==> config.mk <==
export PLATFORM = sky130hd
export DESIGN_NAME = apb_slave_mem_flat
export DESIGN_NICKNAME = d
export VERILOG_FILES = /design/src/rtl/apb_pkg.sv /design/src/rtl/apb_slave_mem_if.sv /design/src/rtl/apb_slave_regfile.sv /design/src/rtl/apb_slave_mem.sv /design/src/flat_wrapper.sv
export SDC_FILE = /design/constraint.sdc
export NUM_CORES = 1
export LEC_CHECK = 0
export ABC_AREA = 1
export CAP_MARGIN = 5
export CORE_UTILIZATION = 59
export CTS_BUF_LIST = sky130_fd_sc_hd__clkbuf_8
export CTS_CLUSTER_DIAMETER = 100
export DETAILED_ROUTE_END_ITERATION = 6
export PLACE_DENSITY_LB_ADDON = 0.12
export SYNTH_ARGS = -nofsm -noshare
export SYNTH_HDL_FRONTEND = slang
export SYNTH_HIERARCHICAL = 1
export SYNTH_SLANG_ARGS = --single-unit
export TNS_END_PERCENT = 10
==> constraint.sdc <==
create_clock -name pclk -period 2.2 [get_ports pclk]
set_clock_uncertainty 0.1 [all_clocks]
set_input_delay 0.44 -clock pclk [delete_from_list [all_inputs] [get_ports pclk]]
set_output_delay 0.44 -clock pclk [all_outputs]
set_load 0.005 [all_outputs]
==> src/rtl/apb_pkg.sv <==
// rtl/apb_pkg.sv - shared APB3 types and constants for completer and master
package apb_pkg;

    // Bus phase tracked by the completer FSM
    typedef enum logic [1:0] {
        IDLE   = 2'd0,
        SETUP  = 2'd1,
        ACCESS = 2'd2
    } apb_state_t;

    // Width of the wait-state counter (WAIT_CYCLES is limited to 0..15)
    localparam int WAIT_W = 4;

endpackage

==> src/rtl/apb_slave_mem_if.sv <==
// rtl/apb_slave_mem_if.sv - APB3 bus bundle for one select line
interface apb_slave_mem_if #(
    parameter int ADDR_WIDTH = 4,
    parameter int DATA_WIDTH = 4
);
    logic                  psel;
    logic                  penable;
    logic                  pwrite;
    logic [ADDR_WIDTH-1:0] paddr;
    logic [DATA_WIDTH-1:0] pwdata;
    logic [DATA_WIDTH-1:0] prdata;
    logic                  pready;
    logic                  pslverr;

    modport master (
        output psel, penable, pwrite, paddr, pwdata,
        input  prdata, pready, pslverr
    );

    modport slave (
        input  psel, penable, pwrite, paddr, pwdata,
        output prdata, pready, pslverr
    );
endinterface

==> src/rtl/apb_slave_regfile.sv <==
// rtl/apb_slave_regfile.sv - flop-array storage, one write port, one async read port
module apb_slave_regfile #(
    parameter int DEPTH      = 8,
    parameter int IDX_W      = 3,
    parameter int DATA_WIDTH = 4
) (
    input  logic                  pclk,
    input  logic                  presetn,
    input  logic                  we,
    input  logic [IDX_W-1:0]      widx,
    input  logic [DATA_WIDTH-1:0] wdata,
    input  logic [IDX_W-1:0]      ridx,
    output logic [DATA_WIDTH-1:0] rdata
);

    logic [DATA_WIDTH-1:0] mem_q [DEPTH];

    // Storage array: cleared on reset, single word written when we is high
    always_ff @(posedge pclk or negedge presetn) begin
        if (!presetn) begin
            for (int i = 0; i < DEPTH; i++) begin
                mem_q[i] <= '0;
            end
        end else if (we) begin
            mem_q[widx] <= wdata;
        end
    end

    assign rdata = mem_q[ridx];

endmodule

==> src/rtl/apb_slave_mem.sv <==
// rtl/apb_slave_mem.sv - APB3 completer with word memory, wait states and read-only top region
module apb_slave_mem
    import apb_pkg::*;
#(
    parameter int          ADDR_WIDTH  = 4,
    parameter int          DATA_WIDTH  = 4,
    parameter int unsigned WAIT_CYCLES = 0,
    parameter int unsigned RO_BASE     = 2 ** (ADDR_WIDTH - 1)
) (
    input  logic             pclk,
    input  logic             presetn,
    apb_slave_mem_if.slave   apb
);

    localparam int IDX_W = ADDR_WIDTH - 1;
    localparam int DEPTH = 2 ** IDX_W;
    localparam logic [WAIT_W-1:0] WAIT_INIT = WAIT_W'(WAIT_CYCLES);

    apb_state_t        state_q, state_d;
    logic [WAIT_W-1:0] wait_cnt_q, wait_cnt_d;

    logic [IDX_W-1:0]      idx;
    logic [31:0]           idx_ext;
    logic                  in_access;
    logic                  ready;
    logic                  ro_hit;
    logic                  we;
    logic [DATA_WIDTH-1:0] rdata;
    logic                  unused_addr_msb;

    // The MSB selects between MEM instances upstream, so it aliases here
    assign idx             = apb.paddr[IDX_W-1:0];
    assign unused_addr_msb = apb.paddr[ADDR_WIDTH-1];
    assign idx_ext         = 32'(idx);

    // SETUP means "setup phase seen last cycle": with psel & penable present it
    // is already the first access cycle, which gives completion at 1+WAIT_CYCLES
    assign in_access = apb.psel & apb.penable & ((state_q == ACCESS) | (state_q == SETUP));
    assign ready     = in_access & (wait_cnt_q == '0);
    assign ro_hit    = (idx_ext >= RO_BASE);
    assign we        = ready & apb.pwrite & ~ro_hit;

    assign apb.pready  = ready;
    assign apb.pslverr = ready & apb.pwrite & ro_hit;
    assign apb.prdata  = (ready & ~apb.pwrite) ? rdata : '0;

    // Phase register and wait-state counter
    always_ff @(posedge pclk or negedge presetn) begin
        if (!presetn) begin
            state_q    <= IDLE;
            wait_cnt_q <= '0;
        end else begin
            state_q    <= state_d;
            wait_cnt_q <= wait_cnt_d;
        end
    end

    // Next phase: track setup/access, abort on dropped psel, reload counter per transfer
    always_comb begin
        state_d    = state_q;
        wait_cnt_d = wait_cnt_q;
        case (state_q)
            IDLE: begin
                if (apb.psel && !apb.penable) begin
                    state_d    = SETUP;
                    wait_cnt_d = WAIT_INIT;
                end
            end
            SETUP, ACCESS: begin
                if (!(apb.psel && apb.penable)) begin
                    state_d = IDLE;
                end else if (ready) begin
                    state_d = IDLE;
                end else begin
                    state_d = ACCESS;
                    if (wait_cnt_q != '0) begin
                        wait_cnt_d = wait_cnt_q - 1'b1;
                    end
                end
            end
            default: begin
                state_d = IDLE;
            end
        endcase
    end

    apb_slave_regfile #(
        .DEPTH      (DEPTH),
        .IDX_W      (IDX_W),
        .DATA_WIDTH (DATA_WIDTH)
    ) u_regfile (
        .pclk    (pclk),
        .presetn (presetn),
        .we      (we),
        .widx    (idx),
        .wdata   (apb.pwdata),
        .ridx    (idx),
        .rdata   (rdata)
    );

endmodule

==> src/flat_wrapper.sv <==
// flat-port wrapper written by rule: the top's interface ports become plain ports
module apb_slave_mem_flat import apb_pkg::*;
#(
    parameter int          ADDR_WIDTH  = 4,
    parameter int          DATA_WIDTH  = 4,
    parameter int unsigned WAIT_CYCLES = 0,
    parameter int unsigned RO_BASE     = 2 ** (ADDR_WIDTH - 1)
)
  (pclk, presetn, apb_psel, apb_penable, apb_pwrite, apb_paddr, apb_pwdata, apb_prdata, apb_pready, apb_pslverr);
  apb_slave_mem_if #(.ADDR_WIDTH(ADDR_WIDTH), .DATA_WIDTH(DATA_WIDTH)) apb_i ();
  input  logic pclk;
  input  logic presetn;
  input wire logic [$bits(apb_i.psel)-1:0] apb_psel;
  input wire logic [$bits(apb_i.penable)-1:0] apb_penable;
  input wire logic [$bits(apb_i.pwrite)-1:0] apb_pwrite;
  input wire logic [$bits(apb_i.paddr)-1:0] apb_paddr;
  input wire logic [$bits(apb_i.pwdata)-1:0] apb_pwdata;
  output wire logic [$bits(apb_i.prdata)-1:0] apb_prdata;
  output wire logic [$bits(apb_i.pready)-1:0] apb_pready;
  output wire logic [$bits(apb_i.pslverr)-1:0] apb_pslverr;
  assign apb_i.psel = apb_psel;
  assign apb_i.penable = apb_penable;
  assign apb_i.pwrite = apb_pwrite;
  assign apb_i.paddr = apb_paddr;
  assign apb_i.pwdata = apb_pwdata;
  assign apb_prdata = apb_i.prdata;
  assign apb_pready = apb_i.pready;
  assign apb_pslverr = apb_i.pslverr;
  apb_slave_mem #(.ADDR_WIDTH(ADDR_WIDTH), .DATA_WIDTH(DATA_WIDTH), .WAIT_CYCLES(WAIT_CYCLES), .RO_BASE(RO_BASE)) u_core (.pclk(pclk), .presetn(presetn), .apb(apb_i));
endmodule
==> out/results.ini, run 1 <==
[floorplanning]
core-area_sq_mm = 0.00339
row_count = 21
dieArea_sq_mm = 0.00384
die_x_microns = 61.9
io_pins = 19
fp.dieH_microns = 61.9
start_util_pct = 62.5

[cells_and_area]
utilization_pct = 74.3
multi_input_area_sq_um = 931
insertedDiodeCount = 0
drive_gt1_share_pct = 14.2
fin_nets = 349
fillers = 250
final_cell_mix = nand2_1, inv_1, dfrtp_1
final_area_sq_mm = 0.00252
seq_area_sq_um = 951
syn2layout_area_growth_pct = 18.9
layout_commonest_cell = nand2_1

[detailed_routing]
drt_iter0_drc = 118
drt-met1-wl_mm = 2.05
ant_nets = 0
top_layer = met4
wl_met3_microns = 235
drc = 0
wl_per_cell_microns = 11.8
vias_per_cell = 4.96
wl_met2_mm = 2.08
first_pass_iters = 4
vias = 1875
routed_wl_mm = 4.45

[power_and_ir_drop]
p_sw_share_pct = 35.5
net-switching-power_mw = 0.899
combPwrFrac_pct = 36.9
p_per_area_mw_per_mm2 = 1000
internal_power_mw = 1.63
p_total_mw = 2.53
sequentialPowerShare_pct = 40.4
leakagePower_nw = 1.33
p_clk_share_pct = 22.6
vdd_drop_max_uv = 627

[yosys]
yosys.area_share.adder_pct = 2.95
ys_ff_latch = 38
yosys_warnings = 6
ys_types = 19
yosysSeqAreaShare_pct = 44.9
synth_xor_area_share_pct = 0
synth_cells = 299
synth_top_family_by_area = simple AND/OR/NAND/NOR gates
synthMuxAreaShare_pct = 0
syn_area_per_cell_sq_um = 7.09
syn_nets = 317
netlist_area_sq_mm = 0.00212
synth_compound_gate_area_share_pct = 8.50
yosys.area_share.simple_pct = 31.3

[timing]
finalSetupTns_ps = 0
hold_violations = 0
fin_crit_sh_pct = 95.7
slew_headroom_pct = 45.7
period_needed_ps = 2100
worstMarginPinSlew_ps = 814
rsz0062_at_grt = true
max_freq_ghz = 0.475
setup_slack_ps = 95.2
setup_viol = 0
slew_violations = 0

[critical_path]
slowest_stage = dfrtp_1
r2r_cells = 13
critPathMaxFanout = 2
worstPathArrival_ps = 1560
crit_type = reg -> out
crit_chain = inv_2 > ha_4 > inv_2 > nor2_4 > inv_2 > nor2_2 > buf_4 > buf_4 > buf_4
worst-path-stages = 9
required_ps = 1660
crit_family = buffers and inverters
startpoint_type = flip-flop
critPathMaxStageDelay_ps = 360
r2r-start = u_core/state_q[0]
critPathBufInv = 6
cp-startpoint = u_core/state_q[0]
crit_path_end_kind = output port

[cts]
cts_buffer_depth = 2
cts_buffers = 5
cts_root_buffer = clkbuf_8
cts_hold_buf = 0
cts_tree = yes
clk_pin_slew_worst_paths_ps = 70
cts_sinks = 38
clock_latency_ps = 290
cts_max_level = 2

[worst_hold_path]
hold_path_class = in -> async

[placement]
place_area_sq_mm = 0.00240
preCtsSetupSlack_ps = -468
gp_congestion = 0.882
dp_hpwl_mm = 3.27
io_buffers = 16

[grt]
grt_pass1_wl_mm = 7.27
overflow = 0
antenna_found_initial = 0
grt_max_degree = 39
grt_pass1_vias = 1639
track_usage_pct = 27.4

[run]
max_cap_violations = 0

[outcome]
outcome = finished clean

-- power by group through the flow --
stage	sequential, mW	combinational [mW]	clock (mW)
floorplan	1.00	0.642	0
global placement	1.03	0.871	0
detailed placement	1.03	0.893	0
CTS	1.02	0.928	0.586
global route	1.05	1.09	0.609
finish	1.02	0.935	0.573
-- synthesized netlist by cell type (all sizes together) --
cell   number  area share, %
a21oi       2           0.47
nand2     116             22
inv        59             10
nor3        2            1.0
nor2       16            3.7
dfrtp      38             45
ha          5            3.0
o21ai      34            8.0
nand3      21            5.0
conb        1           0.18
buf         5            1.7
-- area by class of cell --
type | count | area share, %
clock buffers | 5 | 2.73
clock inverters | 3 | 1.59
inverters | 59 | 8.89
multi-input cells | 197 | 36.9
flip-flops and latches | 38 | 37.7
well taps | 46 | 2.28
repair buffers | 30 | 9.83
-- metal layers --
layer  vias up  track usage, %
met2        46            43.5
li1        963               -
met1       857            36.7
met5         -               0
met3         9            5.59
met4         0            11.4
-- final timing paths --
check	endpoint	slack (ps)
min	u_core/u_regfile/mem_q[10]	140
max in group asynchronous	u_core/state_q[1]	1350
min reg2reg	u_core/u_regfile/mem_q[28]	390
max	apb_pready	100
min in group pclk	u_core/u_regfile/mem_q[28]	390
max reg2reg	u_core/u_regfile/mem_q[26]	160
-- flip-flops by register name, indices dropped and copies added (netlist names) --
register	count
u_core/wait_cnt_q	4
u_core/state_q	2
u_core/u_regfile/mem_q	32
-- worst register-to-register path: stages, from the launching register on --
cell and delay [ps]:
dfrtp_1 360, inv_2 60, ha_4 260, inv_2 40
nor2_4 110, inv_2 50, buf_4 120, nor3_1 130
buf_4 150, nand2_1 90, inv_1 110, nand2_1 170
nand2_1 100, o21ai_0 80
-- logic make-up after synthesis --
logic type	Yosys count
other cells	1
compound gates	36
simple gates	155
flops	38
fa+ha+maj	5
buf+inv	64
-- stage by stage --
stage          hold slack, ps  std cells
2_1_floorplan            44.4        299
3_3_place_gp              367        368
3_5_place_dp              374        368
4_1_cts                   158        377
5_1_grt                   215        378
6_report                  135        378
-- timing repair --
item / in CTS / in global routing
setup buffers: 1 / 1
pin swaps: 3 / 3
endpoints found under the setup margin: 5 / 14
cloned: 0 / 0
resized for setup: 22 / 7
No activity file was read; power rests on OpenSTA's default activity.
==> run 2: changes to the inputs <==
SLEW_MARGIN = 20   (was unset)
TNS_END_PERCENT = unset   (was 10)
==> out/results.ini, run 2 (synthesis results as in run 1) <==
[outcome]
outcome = finished clean  ; unchanged

[power_and_ir_drop]
p_total_mw = 2.55  ; was 2.53 mW
leakagePower_nw = 1.34  ; was 1.33 nW
p_per_area_mw_per_mm2 = 1010  ; was 1000 mW/mm^2
vdd_drop_max_uv = 629  ; was 627 uV

[cts]
cts_max_level = 2  ; unchanged
cts_tree = yes  ; unchanged
cts_buffers = 5  ; unchanged
cts_root_buffer = clkbuf_8  ; unchanged
clk_pin_slew_worst_paths_ps = 70  ; about the same
clock_latency_ps = 290  ; about the same
cts_sinks = 38  ; unchanged
cts_buffer_depth = 2  ; unchanged

[detailed_routing]
vias = 1872  ; was 1875
routed_wl_mm = 4.52  ; was 4.45 mm
ant_nets = 0  ; unchanged
wl_per_cell_microns = 12.0  ; was 11.8 microns
first_pass_iters = 5  ; was 4
vias_per_cell = 4.97  ; was 4.96
drt_iter0_drc = 136  ; was 118
drc = 0  ; unchanged

[critical_path]
critPathMostFrequentCell = nor2_4
crit_type = in -> out  ; was reg -> out
critPathMaxFanout = 4  ; was 2
r2r-start = u_core/state_q[0]  ; unchanged
startpoint_type = input port  ; was flip-flop
worstPathArrival_ps = 1600  ; was 1560 ps
slowest_stage = clkdlybuf4s50_1  ; was dfrtp_1
required_ps = 1660  ; about the same
rrSetupSlack_ps = 180  ; was 160 ps
cp-startpoint = apb_psel  ; was u_core/state_q[0]
critPathMaxStageDelay_ps = 480  ; was 360 ps
crit_chain = clkdlybuf4s50_1 > nand2_1 > nor2_4 > inv_2 > nor2_4 > nand2_4 > nor2_2 > buf_2  ; was inv_2 > ha_4 > inv_2 > nor2_4 > inv_2 > nor2_2 > buf_4 > buf_4 > buf_4
crit_path_end_kind = output port  ; unchanged

[placement]
gp_congestion = 0.882  ; unchanged
dp_hpwl_mm = 3.27  ; unchanged
io_buffers = 16  ; unchanged
place_area_sq_mm = 0.00240  ; unchanged

[floorplanning]
start_util_pct = 62.5  ; unchanged
row_count = 21  ; unchanged
dieArea_sq_mm = 0.00384  ; unchanged
fp.dieH_microns = 61.9  ; unchanged
io_pins = 19  ; unchanged
die_x_microns = 61.9  ; unchanged
core-area_sq_mm = 0.00339  ; unchanged

[cells_and_area]
reg_top3 = u_core/u_regfile/mem_q: 32 flops, u_core/wait_cnt_q: 4 flops, u_core/state_q: 2 flops  ; unchanged
largest_reg_flops = 32  ; unchanged
syn2layout_area_growth_pct = 19.5  ; was 18.9%
fillers = 253  ; was 250
insertedDiodeCount = 0  ; unchanged
fin_nets = 348  ; was 349
layout_commonest_cell = nand2_1  ; unchanged
utilization_pct = 74.7  ; was 74.3%
largest-register = u_core/u_regfile/mem_q  ; unchanged
final_cell_mix = nand2_1, inv_1, dfrtp_1  ; unchanged
drive_gt1_share_pct = 15.1  ; was 14.2%
final_area_sq_mm = 0.00253  ; was 0.00252 sq mm

[worst_hold_path]
hold_path_class = in -> async  ; unchanged

[timing]
worstMarginPinSlew_ps = 806  ; was 814 ps
fin_crit_sh_pct = 97.1  ; was 95.7%
hold_violations = 0  ; unchanged
setup_viol = 0  ; unchanged
slew_headroom_pct = 46.3  ; was 45.7%
slew_violations = 0  ; unchanged
period_needed_ps = 2140  ; was 2100 ps
max_freq_ghz = 0.468  ; was 0.475 GHz

[grt]
grt_max_degree = 39  ; unchanged
grt_pass1_vias = 1632  ; was 1639
met2_usage_pct = 43.0  ; was 43.5%
grt_use_met3_pct = 5.59  ; unchanged
track_usage_pct = 27.4  ; about the same
antenna_found_initial = 0  ; unchanged
use_met1_pct = 37.2  ; was 36.7%
grt_pass1_wl_mm = 7.26  ; was 7.27 mm
overflow = 0  ; unchanged
grt_busiest_layer = met2  ; unchanged

[run]
max_cap_violations = 0  ; unchanged

==> run 2: area by class of cell <==
cell class / instances / area (sq um) / share of cell area (%)
Sequential cell: 38 / 951 / 37.5
Multi-Input combinational cell: 197 / 951 / 37.5
Timing Repair Buffer: 29 / 240 / 9.49
Inverter: 59 / 224 / 8.84
Clock buffer: 5 / 68.8 / 2.72
Tap cell: 46 / 57.6 / 2.27
Clock inverter: 3 / 40.0 / 1.58
==> run 2: per-stage QoR <==
step	setup TNS, ps	hold slack, ps	setup slack (ps)	std cells
finish	0	133	64.4	377
global route	-92.6	212	-28.1	377
CTS	-39.4	158	-39.4	377
detailed placement	-5620	374	-468	368
global placement	-4860	367	-469	368
floorplan	0	44.4	406	299
==> run 2: power by group <==
part | internal [mW] | leakage [nW] | switching (mW)
Combinational | 0.390 | 0.779 | 0.557
Sequential | 0.907 | 0.500 | 0.118
Clock | 0.333 | 0.0579 | 0.241
Total | 1.63 | 1.34 | 0.916
==> run 2: repair_timing <==
| item | 4_1_cts | 5_1_grt |
|---|---|---|
| pin swaps | 4 | 5 |
| buffers inserted | 1 | 0 |
| hold buffers | 0 | 0 |
| resized for setup | 23 | 13 |
| endpoints found under the setup margin | 5 | 15 |
==> run 2: layer usage <==
metal	vias up	share of wire (%)
met1	851	47
li1	962	-
met4	0	2.6
met5	-	0
met2	46	46
met3	13	4.3
==> run 2: worst max-delay path, delay by kind of cell <==
family / cells / cell delay (ps)
buffers and inverters: 3 / 650
and+or+nand+nor: 5 / 510
==> run 2: final timing paths <==
path	end	cells past startpoint
max	apb_prdata[3]	8
min	u_core/u_regfile/mem_q[11]	1
max reg2reg	u_core/u_regfile/mem_q[21]	13
min reg2reg	u_core/u_regfile/mem_q[20]	2
max in group asynchronous	u_core/state_q[1]	1
min in group pclk	u_core/u_regfile/mem_q[20]	2
==> run 3: changes to the inputs <==
--- a/config.mk
+++ b/config.mk
@@ -9,3 +9,3 @@
 export CAP_MARGIN = 5
-export CORE_UTILIZATION = 59
+export CORE_UTILIZATION = 60
 export CTS_BUF_LIST = sky130_fd_sc_hd__clkbuf_8
==> constraint.sdc (replaced) <==
create_clock -name pclk -period 2.7 [get_ports pclk]
set_clock_uncertainty 0.1 [all_clocks]
set_input_delay 0.54 -clock pclk [delete_from_list [all_inputs] [get_ports pclk]]
set_output_delay 0.54 -clock pclk [all_outputs]
set_load 0.05 [all_outputs]
==> out/results.ini, run 3 (synthesis results as in run 1) <==
[grt]
grt_pass1_wl_mm = 7.20  ; was 7.26 mm
overflow = 0  ; unchanged
antenna_found_initial = 0  ; unchanged
grt_max_degree = 39  ; unchanged
grt_pass1_vias = 1623  ; was 1632
track_usage_pct = 26.9  ; was 27.4%

[floorplanning]
die_x_microns = 61.4  ; was 61.9 microns
core-area_sq_mm = 0.00336  ; was 0.00339 sq mm
start_util_pct = 63.0  ; was 62.5%
fp.dieH_microns = 61.4  ; was 61.9 microns
dieArea_sq_mm = 0.00377  ; was 0.00384 sq mm
io_pins = 19  ; unchanged
row_count = 21  ; unchanged

[cts]
clock_latency_ps = 280  ; was 290 ps
cts_root_buffer = clkbuf_8  ; unchanged
cts_max_level = 2  ; unchanged
post_cts_buffers = 0  ; was 1
cts_tree = yes  ; unchanged
cts_sinks = 38  ; unchanged
clk_pin_slew_worst_paths_ps = 70  ; about the same
cts_hold_buf = 0  ; unchanged
cts_buffer_depth = 2  ; unchanged
cts_buffers = 5  ; unchanged

[power_and_ir_drop]
p_clk_share_pct = 18.7  ; was 22.6%
p_total_mw = 1.88  ; was 2.55 mW
net-switching-power_mw = 0.716  ; was 0.916 mW
sequentialPowerShare_pct = 44.2  ; was 40.2%
internal_power_mw = 1.17  ; was 1.63 mW
p_sw_share_pct = 38.0  ; was 36.0%
vdd_drop_max_uv = 658  ; was 629 uV
leakagePower_nw = 1.29  ; was 1.34 nW
combPwrFrac_pct = 37.2  ; about the same
p_per_area_mw_per_mm2 = 765  ; was 1010 mW/mm^2

[detailed_routing]
drc = 0  ; unchanged
drt_iter0_drc = 119  ; was 136
wl_per_cell_microns = 12.3  ; was 12.0 microns
routed_wl_mm = 4.50  ; was 4.52 mm
ant_nets = 0  ; unchanged
first_pass_iters = 5  ; unchanged
vias = 1801  ; was 1872
vias_per_cell = 4.91  ; was 4.97

[critical_path]
worstPathArrival_ps = 1970  ; was 1600 ps
crit_chain = clkdlybuf4s50_1 > buf_4 > nand3_1 > nand2_1 > nand2_1 > nand2_1 > inv_1 > nor2_1 > buf_12  ; was clkdlybuf4s50_1 > nand2_1 > nor2_4 > inv_2 > nor2_4 > nand2_4 > nor2_2 > buf_2
slowest_stage = clkdlybuf4s50_1  ; unchanged
crit_type = in -> out  ; unchanged
critPathMostFrequentCell = nand2_1  ; was nor2_4
critPathMaxFanout = 12  ; was 4
crit_path_end_kind = output port  ; unchanged
startpoint_type = input port  ; unchanged
required_ps = 2060  ; was 1660 ps
critPathMaxStageDelay_ps = 490  ; was 480 ps

[cells_and_area]
largest_reg_flops = 32  ; unchanged
layout_commonest_cell = nand2_1  ; unchanged
insertedDiodeCount = 0  ; unchanged
syn2layout_area_growth_pct = 16.2  ; was 19.5%
drive_gt1_share_pct = 9.35  ; was 15.1%
fillers = 300  ; was 253
final_cell_mix = nand2_1, inv_1, dfrtp_1  ; unchanged
fin_nets = 339  ; was 348
reg_top3 = u_core/u_regfile/mem_q: 32 flops, u_core/wait_cnt_q: 4 flops, u_core/state_q: 2 flops  ; unchanged
stdcell_count = 367  ; was 377
largest-register = u_core/u_regfile/mem_q  ; unchanged
final_area_sq_mm = 0.00246  ; was 0.00253 sq mm

[placement]
dpl.cell_count = 360  ; was 368
dp_hpwl_mm = 3.25  ; was 3.27 mm
gp_congestion = 0.829  ; was 0.882
place_area_sq_mm = 0.00238  ; was 0.00240 sq mm
io_buffers = 16  ; unchanged

[run]
max_cap_violations = 0  ; unchanged

[timing]
period_needed_ps = 2610
worstMarginPinSlew_ps = 823  ; was 806 ps
setup_viol = 0  ; unchanged
slew_violations = 0  ; unchanged
slew_headroom_pct = 45.2  ; was 46.3%
rsz0062_at_grt = false
fin_crit_sh_pct = 96.7
max_freq_ghz = 0.383
hold_violations = 0  ; unchanged

[worst_hold_path]
hold_path_class = in -> async  ; unchanged

[outcome]
outcome = finished clean  ; unchanged

-- run 3: critical path, delay by kind of cell --
family | cells | cell delay (ps)
and+or+nand+nor | 5 | 530
buffers and inverters | 4 | 890
-- run 3: area by class of cell --
cell class | instances | area [sq um] | area share, %
Clock buffer | 5 | 68.8 | 2.79
Tap cell | 46 | 57.6 | 2.34
Timing Repair Buffer | 20 | 238 | 9.65
Clock inverter | 2 | 7.51 | 0.305
Multi-Input combinational cell | 197 | 916 | 37.2
Sequential cell | 38 | 951 | 38.6
Inverter | 59 | 224 | 9.10
-- run 3: power groups by stage --
| stage | Combinational [mW] | Sequential (mW) | Clock, mW |
|---|---|---|---|
| CTS | 0.702 | 0.830 | 0.361 |
| global route | 0.801 | 0.852 | 0.375 |
| global placement | 0.663 | 0.834 | 0 |
| finish | 0.700 | 0.832 | 0.352 |
| detailed placement | 0.695 | 0.840 | 0 |
| floorplan | 0.540 | 0.815 | 0 |
-- run 3: repair_timing --
| item | CTS | global route |
|---|---|---|
| endpoints found under the setup margin | 0 | 4 |
| gates resized for setup | 0 | 5 |
| endpoints found under the hold margin | 0 | 0 |
-- run 3: path summary, 6_finish.rpt --
kind,slack [ps],start,endpoint,cells past startpoint
max in group asynchronous,1740,presetn,u_core/state_q[0],1
worst max-delay path,90,apb_paddr[1],apb_prdata[2],9
worst max register to register,580,u_core/state_q[0],u_core/u_regfile/mem_q[6],10
worst min register to register,390,u_core/u_regfile/mem_q[20],u_core/u_regfile/mem_q[20],2
worst min-delay path,250,presetn,u_core/u_regfile/mem_q[29],1
min in group pclk,390,u_core/u_regfile/mem_q[20],u_core/u_regfile/mem_q[20],2
-- run 3: per-layer routing --
metal  up-vias  track usage [%]  wire [microns]
met5         -                0               0
met4         0             12.7              46
met3         5             4.62             156
met2        37             43.9            2260
met1       820             34.9            2040
li1        939                -               -
-- run 3: per-stage QoR --
stage                     hold slack (ps)  worst slack [ps]  setup TNS, ps  utilization, %
after CTS                             278              45.7              0            72.9
final                                 250              90.1              0            73.2
after floorplan                       144             -90.2           -361               -
after detailed placement              374              49.0              0            70.6
after global placement                366              70.1              0            70.6
after global routing                  343              8.93              0            73.2
